[src/rtl/pipe_pkg.sv]
// Shared types for the generic valid/ready pipeline stage: occupancy, stage FSM state,
// counter word type and the per-stage payload structs packed into DATA_W by the datapath.
package pipe_pkg;

    typedef logic [1:0]  occ_t;
    typedef logic [31:0] word_t;

    typedef enum logic [1:0] {
        EMPTY = 2'd0,
        ONE   = 2'd1,
        FULL  = 2'd2
    } stage_state_t;

    localparam word_t WORD_MAX = 32'hFFFF_FFFF;

    // IF/ID payload: the datapath packs this into a 64-bit stage.
    typedef struct packed {
        word_t pc;
        word_t instr;
    } ifid_t;

    // Saturating increment shared by the performance counters.
    function automatic word_t sat_inc(input word_t value);
        sat_inc = (value == WORD_MAX) ? value : value + 32'd1;
    endfunction

endpackage

[src/rtl/pipe_sat_ctr.sv]
// 32-bit saturating event counter with synchronous clear; used for the stage
// performance counters when PIPE_STAGE_PERF_EN is defined.
module pipe_sat_ctr
    import pipe_pkg::*;
(
    input  logic  CLK,
    input  logic  clear,
    input  logic  inc,
    output word_t count
);

    // Count register: clear wins, otherwise saturating increment.
    always_ff @(posedge CLK) begin
        if (clear) begin
            count <= 32'd0;
        end else if (inc) begin
            count <= sat_inc(count);
        end else begin
            count <= count;
        end
    end

endmodule

[src/rtl/pipe_stage_buf.sv]
// Generic valid/ready pipeline stage with freeze/flush and optional 2-entry skid buffer.
// Define PIPE_STAGE_PERF_EN to add the stall_cnt/flush_cnt performance counters.
module pipe_stage_buf
    import pipe_pkg::*;
#(
    parameter int DATA_W = 64,
    parameter int SKID   = 1
) (
    input  logic              CLK,
    input  logic              RST,
    input  logic              flush,
    input  logic              freeze,
    input  logic              in_valid,
    output logic              in_ready,
    input  logic [DATA_W-1:0] in_data,
    output logic              out_valid,
    input  logic              out_ready,
    output logic [DATA_W-1:0] out_data,
    output occ_t              occ
`ifdef PIPE_STAGE_PERF_EN
    ,
    output word_t             stall_cnt,
    output word_t             flush_cnt
`endif
);

    logic accept_s;
    logic consume_s;

    assign accept_s  = in_valid & in_ready;
    assign consume_s = out_valid & out_ready;

    generate
        if (SKID != 0) begin : gen_skid
            stage_state_t      state_r;
            stage_state_t      state_nxt_s;
            logic [DATA_W-1:0] main_r;
            logic [DATA_W-1:0] skid_r;
            logic [DATA_W-1:0] main_nxt_s;
            logic [DATA_W-1:0] skid_nxt_s;
            logic              rdy_r;

            // Flush forces ready so the squashed beat is drained; freeze blocks it.
            assign in_ready  = flush | (~freeze & rdy_r);
            assign out_valid = ~flush & ~freeze & (state_r != EMPTY);
            assign out_data  = main_r;
            assign occ       = occ_t'(state_r);

            // Next-state and entry movement; the skid entry only ever refills main.
            always_comb begin
                state_nxt_s = state_r;
                main_nxt_s  = main_r;
                skid_nxt_s  = skid_r;
                if (flush) begin
                    state_nxt_s = EMPTY;
                    main_nxt_s  = '0;
                    skid_nxt_s  = '0;
                end else if (freeze) begin
                    state_nxt_s = state_r;
                end else begin
                    case (state_r)
                        EMPTY: begin
                            if (accept_s) begin
                                state_nxt_s = ONE;
                                main_nxt_s  = in_data;
                            end else begin
                                state_nxt_s = EMPTY;
                            end
                        end
                        ONE: begin
                            if (accept_s && !consume_s) begin
                                state_nxt_s = FULL;
                                skid_nxt_s  = in_data;
                            end else if (consume_s && !accept_s) begin
                                state_nxt_s = EMPTY;
                            end else if (accept_s && consume_s) begin
                                state_nxt_s = ONE;
                                main_nxt_s  = in_data;
                            end else begin
                                state_nxt_s = ONE;
                            end
                        end
                        FULL: begin
                            if (consume_s) begin
                                state_nxt_s = ONE;
                                main_nxt_s  = skid_r;
                            end else begin
                                state_nxt_s = FULL;
                            end
                        end
                        default: begin
                            state_nxt_s = EMPTY;
                            main_nxt_s  = '0;
                            skid_nxt_s  = '0;
                        end
                    endcase
                end
            end

            // State, entries and the registered ready derived from the next occupancy.
            always_ff @(posedge CLK) begin
                if (RST) begin
                    state_r <= EMPTY;
                    main_r  <= '0;
                    skid_r  <= '0;
                    rdy_r   <= 1'b1;
                end else begin
                    state_r <= state_nxt_s;
                    main_r  <= main_nxt_s;
                    skid_r  <= skid_nxt_s;
                    rdy_r   <= (state_nxt_s != FULL);
                end
            end
        end else begin : gen_single
            logic              valid_r;
            logic [DATA_W-1:0] data_r;

            assign in_ready  = flush | (~freeze & (~valid_r | out_ready));
            assign out_valid = ~flush & ~freeze & valid_r;
            assign out_data  = data_r;
            assign occ       = {1'b0, valid_r};

            // Single entry: a new beat replaces a consumed one on the same edge.
            always_ff @(posedge CLK) begin
                if (RST) begin
                    valid_r <= 1'b0;
                    data_r  <= '0;
                end else if (flush) begin
                    valid_r <= 1'b0;
                    data_r  <= '0;
                end else if (freeze) begin
                    valid_r <= valid_r;
                    data_r  <= data_r;
                end else if (accept_s) begin
                    valid_r <= 1'b1;
                    data_r  <= in_data;
                end else if (consume_s) begin
                    valid_r <= 1'b0;
                    data_r  <= data_r;
                end else begin
                    valid_r <= valid_r;
                    data_r  <= data_r;
                end
            end
        end
    endgenerate

`ifdef PIPE_STAGE_PERF_EN
    logic stall_inc_s;

    assign stall_inc_s = (out_valid & ~out_ready) | (freeze & (occ != 2'd0));

    pipe_sat_ctr u_stall_ctr (
        .CLK   (CLK),
        .clear (RST),
        .inc   (stall_inc_s),
        .count (stall_cnt)
    );

    pipe_sat_ctr u_flush_ctr (
        .CLK   (CLK),
        .clear (RST),
        .inc   (flush),
        .count (flush_cnt)
    );
`endif

endmodule

[config.mk]
export PLATFORM = sky130hd
export DESIGN_NAME = pipe_stage_buf
export DESIGN_NICKNAME = d
export VERILOG_FILES = /design/src/rtl/pipe_pkg.sv /design/src/rtl/pipe_sat_ctr.sv /design/src/rtl/pipe_stage_buf.sv
export SDC_FILE = /design/constraint.sdc
export NUM_CORES = 1
export LEC_CHECK = 0
export BUFFER_PORTS_ARGS = -buffer_cell sky130_fd_sc_hd__buf_2
export CAP_MARGIN = 20
export CORE_MARGIN = 3
export CORE_UTILIZATION = 49
export DETAILED_ROUTE_END_ITERATION = 8
export GPL_ROUTABILITY_DRIVEN = 0
export PLACE_DENSITY = 0.76
export SLEW_MARGIN = 20
export SYNTH_ARGS = -nofsm -noshare
export SYNTH_HDL_FRONTEND = slang
export SYNTH_SLANG_ARGS = --single-unit
[constraint.sdc]
create_clock -name CLK -period 2 [get_ports CLK]
set_input_delay 0.4 -clock CLK [delete_from_list [all_inputs] [get_ports CLK]]
set_output_delay 0.4 -clock CLK [all_outputs]
set_load 0.005 [all_outputs]
==> results of run 1 <==
==> cell families (layout without fill, tap and decap cells) <==
kind of cell               count (synthesis)  after routing  synth area share [%]
DFF                                      131            131                  44.0
adders and majority gates                  3              3                 0.630
muxes                                     64             64                  10.8
buffers and inverters                     61            194                  5.29
and+or+nand+nor                          338            338                  24.5
AOI/OAI and AO/OA                        137            137                  14.8
==> cells in the final DEF, fill, tap and decap left out, types with 2 or more instances in the layout <==
cell type | Yosys | layout
clkbuf_1 | 28 | 6
buf_6 | 8 | 2
nor2b_4 | 2 | 2
a21oi_1 | 66 | 66
inv_1 | 4 | 4
clkbuf_16 | 0 | 18
dfxtp_2 | 0 | 2
mux2i_1 | 64 | 64
nand2_1 | 260 | 259
buf_2 | 21 | 137
nand2b_1 | 3 | 3
a21o_1 | 64 | 64
buf_12 | 0 | 10
clkbuf_8 | 0 | 2
nor2_4 | 0 | 2
dfxtp_1 | 131 | 129
nor2_1 | 6 | 4
buf_4 | 0 | 14
ha_1 | 3 | 2
nor2b_1 | 64 | 64
==> cell type report <==
type / instances / area share [%]
clock buffers: 25 / 6.40
clock inverters: 1 / 0.0674
flip-flops and latches: 131 / 35.3
inverters: 4 / 0.202
repair buffers: 164 / 14.0
well taps: 143 / 2.41
multi-input cells: 542 / 41.6
==> through the flow <==
step | hold WS [ps] | cell area (um2)
floorplan | 437 | 6010
global placement | 443 | 6850
detailed placement | 447 | 6850
CTS | 312 | 7360
global route | 356 | 7430
finish | 331 | 7430
==> worst max-delay path: cells and delay by family (launching register included) <==
kind,cells,cell delay (ps)
DFF,1,290
adders and majority gates,1,200
and+or+nand+nor,3,370
AOI/OAI and AO/OA,2,480
buffers and inverters,2,350
muxes,1,120
==> state kept, by name (all words and copies together) (netlist names) <==
signal,cells
out_data,64
gen_skid.rdy_r,1
gen_skid.skid_r,64
occ,2
==> power groups by stage <==
stage | sequential [mW] | combinational [mW] | clock, mW
floorplan | 2.72 | 0.397 | 0
global placement | 2.72 | 0.582 | 0
detailed placement | 2.72 | 0.584 | 0
CTS | 2.67 | 0.598 | 2.64
global route | 2.67 | 0.677 | 2.76
finish | 2.67 | 0.617 | 2.59
==> timing repair <==
item | in CTS | in global routing
setup buffers | 0 | 5
hold endpoints to repair | 0 | 0
resized for setup | 5 | 5
cloned | 0 | 1
setup endpoints to repair | 16 | 67
pin swaps | 0 | 4
==> routing by layer <==
metal	part of all wire [%]	track usage, %	up-vias	wire length [um]
li1	-	-	2632	-
met1	45	27.4	2320	6430
met2	47	33.6	143	6690
met3	6.4	5.34	14	905
met4	1.3	8.58	0	179
met5	0	0	-	0
==> worst max-delay path by stage <==
stage / endpoint / slack [ps] / cells after the start
3_5_place_dp: out_data[11] / -180 / 10
4_1_cts: out_data[16] / -5 / 9
2_1_floorplan: out_data[0] / -60 / 11
6_report: out_data[37] / 50 / 9
3_3_place_gp: out_data[12] / -90 / 10
5_1_grt: out_data[34] / -20 / 9
==> results.cfg, run 1 <==
[worst_setup_path]
reg2reg_slack_ps = 50
end_kind = flip-flop
r2r_start = gen_skid.rdy_r
r2r_end = out_data[37]
required_ps = 2300
cp_max_fo = 12
critPathMaxStageDelay_ps = 330
cp-startpoint = gen_skid.rdy_r
r2r_cells = 9
worstPathCellList = nand2b_1 > nand2_1 > and2_4 > ha_2 > a221oi_4 > o31ai_4 > buf_4 > clkbuf_16 > mux2i_1
start_kind = flip-flop
crit_arrival_ps = 2240
path_class = flip-flop to flip-flop
cp_slowest_cell = a221oi_4

[sta]
slew_viol_final = 0
setup_tns_ps = 0
period_share_pct = 97.3
timing.final.hold_violations = 0
max_freq_mhz = 514
worstMarginPinSlew_ps = 385
setup_viol = 0
clock_skew_ps = 4.74
fin_ws_ps = 54.5
fin_crit_ps = 1950
slew_headroom_pct = 74.3

[pwr]
finalPower_mw = 5.88
comb_power_share_pct = 10.5
powerDensity_nw_per_um2 = 792
ir_worst_vdd_mv = 0.488
p_sw_share_pct = 22.8
p_sw_mw = 1.34
p_leak_nw = 3.63
pwr-share-seq_pct = 45.4
clockPowerShare_pct = 44.1
intPower_mw = 4.54

[clocking]
clock_sinks = 131
numCtsBuffers = 17
path_clk_slew_ps = 50
cts_tree = yes
cts_root_buf = clkbuf_16
ctsHtreeMaxLevel = 4
cts_hold_repair.buffers = 0
max-clock-path-buffers = 2
clock_latency_ps = 410

[drt]
drc = 0
routed_wl_um = 14200
dr.first_iter.drc_count = 346
drtPass1Iterations = 5
ant_nets = 0
vias_per_cell = 5.06
wl_per_cell_um = 14.1
vias = 5109

[finish]
finalNonFillerCells = 1010
n_antenna_cell = 0
areaGrowthSynthToFinish_pct = 24.6
final_util_pct = 63.7
nets = 933
drive_gt1_share_pct = 23.0
fill_cells = 1002
regArea_um2 = 2630
multi_input_area_um2 = 3090

[logic_synthesis]
synthesis.nets = 807
synthArstFlopShare_pct = 0
synth.largest_area_cell = dfxtp_1
synth_cell_types = 24
syn_avg_cell_area_um2 = 8.12
syn_area_um2 = 5960
synth_area_leaders = dfxtp_1 (44%), nand2_1 (16%), mux2i_1 (11%), a21o_1 (8.1%), nor2b_1 (6.7%)
ys_top_cells_by_count = nand2_1 (260), dfxtp_1 (131), a21oi_1 (66)
synth_most_common_cell = nand2_1
yosys_warnings = 0
synth_top_area_share_pct = 44.0
ys_ff_latch = 131
synth-main-ff-cell = dfxtp_1
synth_edf_count = 0
synthesis.instances = 734
yosysSeqAreaShare_pct = 44.0

[placed_design]
portBuffers = 137
place_hpwl_um = 8670
dp_cells = 979
preCtsSetupSlack_ps = -181

[min_path]
min_to = occ[1]
min_from = RST
min_path_type = input port to flip-flop
holdPathStages = 4

[global_routing]
grt_usage_pct = 21.1
grt_max_degree = 67
antenna_found_initial = 0
overflow = 0
grt_first_pass_wirelength_um = 22400
first_global_vias = 4639

[status]
status = completed

[floorplan]
rows = 39
design.core.area_um2 = 11700
die_w_um = 116
die_area_um2 = 13500
initial_utilization_pct = 51.1
io-pin-count = 138
die_h_um = 116

[flow_run]
cap_violations = 0
Note: power is estimated with default switching activity, not from simulation.
==> run 2, diff against run 1 <==
BUFFER_PORTS_ARGS = default   (was -buffer_cell sky130_fd_sc_hd__buf_2)
CELL_PAD_IN_SITES_DETAIL_PLACEMENT = 0   (was default)
CELL_PAD_IN_SITES_GLOBAL_PLACEMENT = 1   (was default)
CORE_UTILIZATION = 42   (was 49)
DONT_BUFFER_PORTS = 1   (was default)
PLACE_DENSITY = 0.75   (was 0.76)
REMOVE_ABC_BUFFERS = 1   (was default)
==> run 2 against run 1 <==
- combinational power down 17%
- flip-flop and latch count stayed put
- first-iteration DRC count fell by 15%
- hold slack got worse by 100 ps
- setup slack got worse by 24 ps
- register-to-register slack worse by 20 ps
- wire length is 2.6% higher
- power increased by 7.3%
- fmax down 1.2%
- critical path type unchanged
- highest routed layer is now met5
==> results.cfg, run 2 (synthesized netlist as in run 1, its figures left out) <==
[worst_setup_path]
required_ps = 2300
end_kind = flip-flop
cp_max_fo = 17
reg2reg_slack_ps = 30
start_kind = flip-flop
path_class = flip-flop to flip-flop
crit_arrival_ps = 2270

[sta]
rsz0062_at_grt = yes
setup_viol = 0
slew_viol_final = 0
clock_skew_ps = 4.66
fin_ws_ps = 30.1
hold_ws_ps = 228
worstMarginPinSlew_ps = 762
setup_tns_ps = 0
slew_headroom_pct = 49.2
timing.final.hold_violations = 0
fin_crit_ps = 1970
period_share_pct = 98.5
max_freq_mhz = 508

[global_routing]
first_global_vias = 4552
grt_usage_pct = 18.3
grt_max_degree = 66
overflow = 0
grt_first_pass_wirelength_um = 23200
antenna_found_initial = 2

[floorplan]
initial_utilization_pct = 43.9
rows = 42
die_w_um = 125
die_area_um2 = 15700
die_h_um = 125
io-pin-count = 138
design.core.area_um2 = 13600

[finish]
final_cell_mix = nand2_1 (260), dfxtp_1 (129), a21oi_1 (66)
fin_area_um2 = 6870
regArea_um2 = 2630
nets = 794
multi_input_area_um2 = 3070
fill_cells = 1306
final_util_pct = 50.7
areaGrowthSynthToFinish_pct = 15.3
final_common_cell = nand2_1
finalNonFillerCells = 908
drive_gt1_share_pct = 9.17

[clocking]
cts_tree = yes
path_clk_slew_ps = 50
max-clock-path-buffers = 2
clock_sinks = 131
clock_latency_ps = 410
numCtsBuffers = 17
ctsHtreeMaxLevel = 4
cts_root_buf = clkbuf_16
cts_hold_repair.buffers = 0

[pwr]
pwr-share-seq_pct = 42.4
intPower_mw = 4.91
finalPower_mw = 6.31
comb_power_share_pct = 8.1
ir_worst_vdd_mv = 0.530
clockPowerShare_pct = 49.5
p_sw_share_pct = 22.1
p_sw_mw = 1.39
powerDensity_nw_per_um2 = 918
p_leak_nw = 3.04

[placed_design]
placed_cell_area_um2 = 6150
portBuffers = 0
dp_cells = 874
place_hpwl_um = 8940
preCtsSetupSlack_ps = -98.6

[status]
status = completed

[min_path]
min_path_type = input port to flip-flop

[drt]
drtPass1Iterations = 5
vias = 4701
vias_per_cell = 5.18
dr.first_iter.drc_count = 295
drc = 0
wl_per_cell_um = 16.0
routed_wl_um = 14600
ant_nets = 0

[flow_run]
cap_violations = 0
==> run 2: metal layers <==
layer,vias to the layer above,global-route usage [%],wire (um)
met5,-,0,13
met4,2,6.82,183
met3,15,6.48,909
met2,110,29.5,7030
met1,2225,22.5,6430
li1,2349,-,-
==> run 2: worst max-delay path, cell delays in order, from the launching register on <==
cell and delay [ps]:
dfxtp_2 340, nor2_2 50, nor3_2 140, nand2_1 100, ha_2 220, a221oi_4 360, o31ai_4 130, buf_12 170
clkbuf_16 200, mux2i_1 140
==> run 2: what timing repair did <==
item,4_1_cts,5_1_grt
pin swaps,0,2
setup endpoints to repair,64,128
buffers inserted,0,2
gates resized for setup,1,8
cloned,0,2
==> run 2: worst paths after layout <==
path	from	to	cells past startpoint
worst min-delay path	RST	out_data[14]	3
worst max-delay path	occ[1]	out_data[32]	9
worst min register to register	gen_skid.skid_r[29]	gen_skid.skid_r[29]	2
worst max register to register	occ[1]	out_data[32]	9
==> run 2: power by group through the flow <==
stage	Sequential (mW)	Clock, mW	Combinational, mW
5_1_grt	2.68	3.31	0.566
6_report	2.67	3.12	0.514
3_5_place_dp	2.73	0	0.478
2_1_floorplan	2.73	0	0.390
3_3_place_gp	2.73	0	0.469
4_1_cts	2.67	3.20	0.481
==> run 2: cell type report <==
class | count | area share, %
Antenna cell | 1 | 0.0364
Clock buffer | 25 | 7.65
Clock inverter | 4 | 1.02
Inverter | 4 | 0.219
Multi-Input combinational cell | 542 | 44.7
Sequential cell | 131 | 38.2
Tap cell | 176 | 3.21
Timing Repair Buffer | 25 | 4.92
==> run 3, diff against run 2 <==
CORE_UTILIZATION = 52   (was 42)
CTS_BUF_LIST = sky130_fd_sc_hd__clkbuf_4 sky130_fd_sc_hd__clkbuf_8   (was default)
PLACE_DENSITY = 0.86   (was 0.75)
REMOVE_ABC_BUFFERS = default   (was 1)
clock period = 2.6 ns   (was 2 ns; I/O delays follow)
==> run 3 against run 2 <==
- via count down 1.3%
- non-clock buffer count is 7 lower
- sequential power shrank 23%
- clock-buffer cell count increased by 5
- final cell count fell by 4.4%
- combinational power shrank 31%
- register-to-register slack improved by 410 ps
- critical path type unchanged
- critical endpoint is now out_data[49]
==> results.cfg, run 3 (synthesized netlist as in run 1, its figures left out) <==
[worst_setup_path]
reg2reg_slack_ps = 440
cp_slowest_cell = buf_4
worstPathCellList = buf_4 > nor2b_4 > buf_4 > a21o_1 > nand2_1 > mux2i_1
cpLargestDelayFamily = buffers and inverters
r2r_end = out_data[49]
cp_max_fo = 72
cp-endpoint = out_data[49]
start_kind = flip-flop
cp-startpoint = occ[1]
end_kind = flip-flop
crit_arrival_ps = 2520
critPathMaxStageDelay_ps = 640
r2r_cells = 6
required_ps = 2960
cpMostUsedCell = buf_4
path_class = flip-flop to flip-flop
cp.buffers_inverters = 2
r2r_start = occ[1]
path_depth = 6

[clocking]
cts_root_buf = clkbuf_8
path_clk_slew_ps = 70
cts_hold_repair.buffers = 0
clock_latency_ps = 430
numCtsBuffers = 17
max-clock-path-buffers = 2
cts_tree = yes
clock_sinks = 131
cts_resized = 0
cts_setup_buffers = 0
ctsHtreeMaxLevel = 4

[sta]
clock_skew_ps = 5.79
slew_headroom_pct = 35.5
period_share_pct = 83.1
slew_viol_final = 0
setup_tns_ps = 0
worstMarginPinSlew_ps = 967
max_freq_mhz = 463
setup_viol = 0
fin_ws_ps = 440
rsz0062_at_grt = no
timing.final.hold_violations = 0
fin_crit_ps = 2160

[floorplan]
die_area_um2 = 12800
initial_utilization_pct = 54.0
die_h_um = 113
die_w_um = 113
rows = 38
io-pin-count = 138
design.core.area_um2 = 11000

[drt]
ant_nets = 0
vias_per_cell = 5.34
drc = 0
vias = 4638
drtPass1Iterations = 4
wl_per_cell_um = 15.5
routed_wl_um = 13500
dr.first_iter.drc_count = 288

[finish]
regArea_um2 = 2620
final_util_pct = 58.3
multi_input_area_um2 = 3050
final_common_cell = nand2_1
fill_cells = 1000
nets = 787
drive_gt1_share_pct = 8.12
areaGrowthSynthToFinish_pct = 7.94
final_cell_mix = nand2_1 (260), dfxtp_1 (130), a21oi_1 (66)

[global_routing]
overflow = 0
antenna_found_initial = 1
first_global_vias = 4495
grt_max_degree = 73
grt_first_pass_wirelength_um = 22200
grt_usage_pct = 21.5

[placed_design]
place_hpwl_um = 8830
portBuffers = 0
preCtsSetupSlack_ps = 298

[min_path]
min_path_type = input port to flip-flop

[status]
status = completed

[pwr]
powerDensity_nw_per_um2 = 636
p_leak_nw = 2.87
finalPower_mw = 4.09
ir_worst_vdd_mv = 0.367

[flow_run]
cap_violations = 0
run 3: per-stage QoR:
stage                     std cells  area, um2  hold slack [ps]
after floorplan                 734       5960              437
after global placement          835       6020              442
after detailed placement        835       6020              447
after CTS                       867       6430              286
after global routing            868       6430              324
final                           868       6430              315
run 3: worst min-delay path by stage:
stage	slack, ps	endpoint	cells after the start	from
6_report	320	occ[1]	2	freeze
5_1_grt	320	occ[1]	2	freeze
2_1_floorplan	440	gen_skid.skid_r[0]	2	gen_skid.skid_r[0]
4_1_cts	290	occ[1]	2	freeze
3_5_place_dp	450	gen_skid.skid_r[32]	2	gen_skid.skid_r[32]
3_3_place_gp	440	gen_skid.skid_r[28]	2	gen_skid.skid_r[28]
run 3: area by class of cell:
cell class,count,share of cell area (%)
diodes,1,0.0389
flip-flops and latches,131,40.8
clock inverters,2,0.156
inverters,4,0.233
repair buffers,18,2.49
well taps,140,2.72
clock buffers,30,6.13
multi-input cells,542,47.4
run 3: report_power, final:
part	switching, mW	internal [mW]	leakage (nW)
Clock	0.731	0.947	0.216
Combinational	0.211	0.143	1.60
Sequential	0.0201	2.03	1.06
Total	0.962	3.12	2.87
run 3: per-layer routing:
layer  wire (um)  GRT usage (%)  share of wire [%]
met2        6340           35.0                 47
met3         904           8.24                6.7
met4         196           6.81                1.5
met1        6050           26.4                 45
met5           0              0                  0
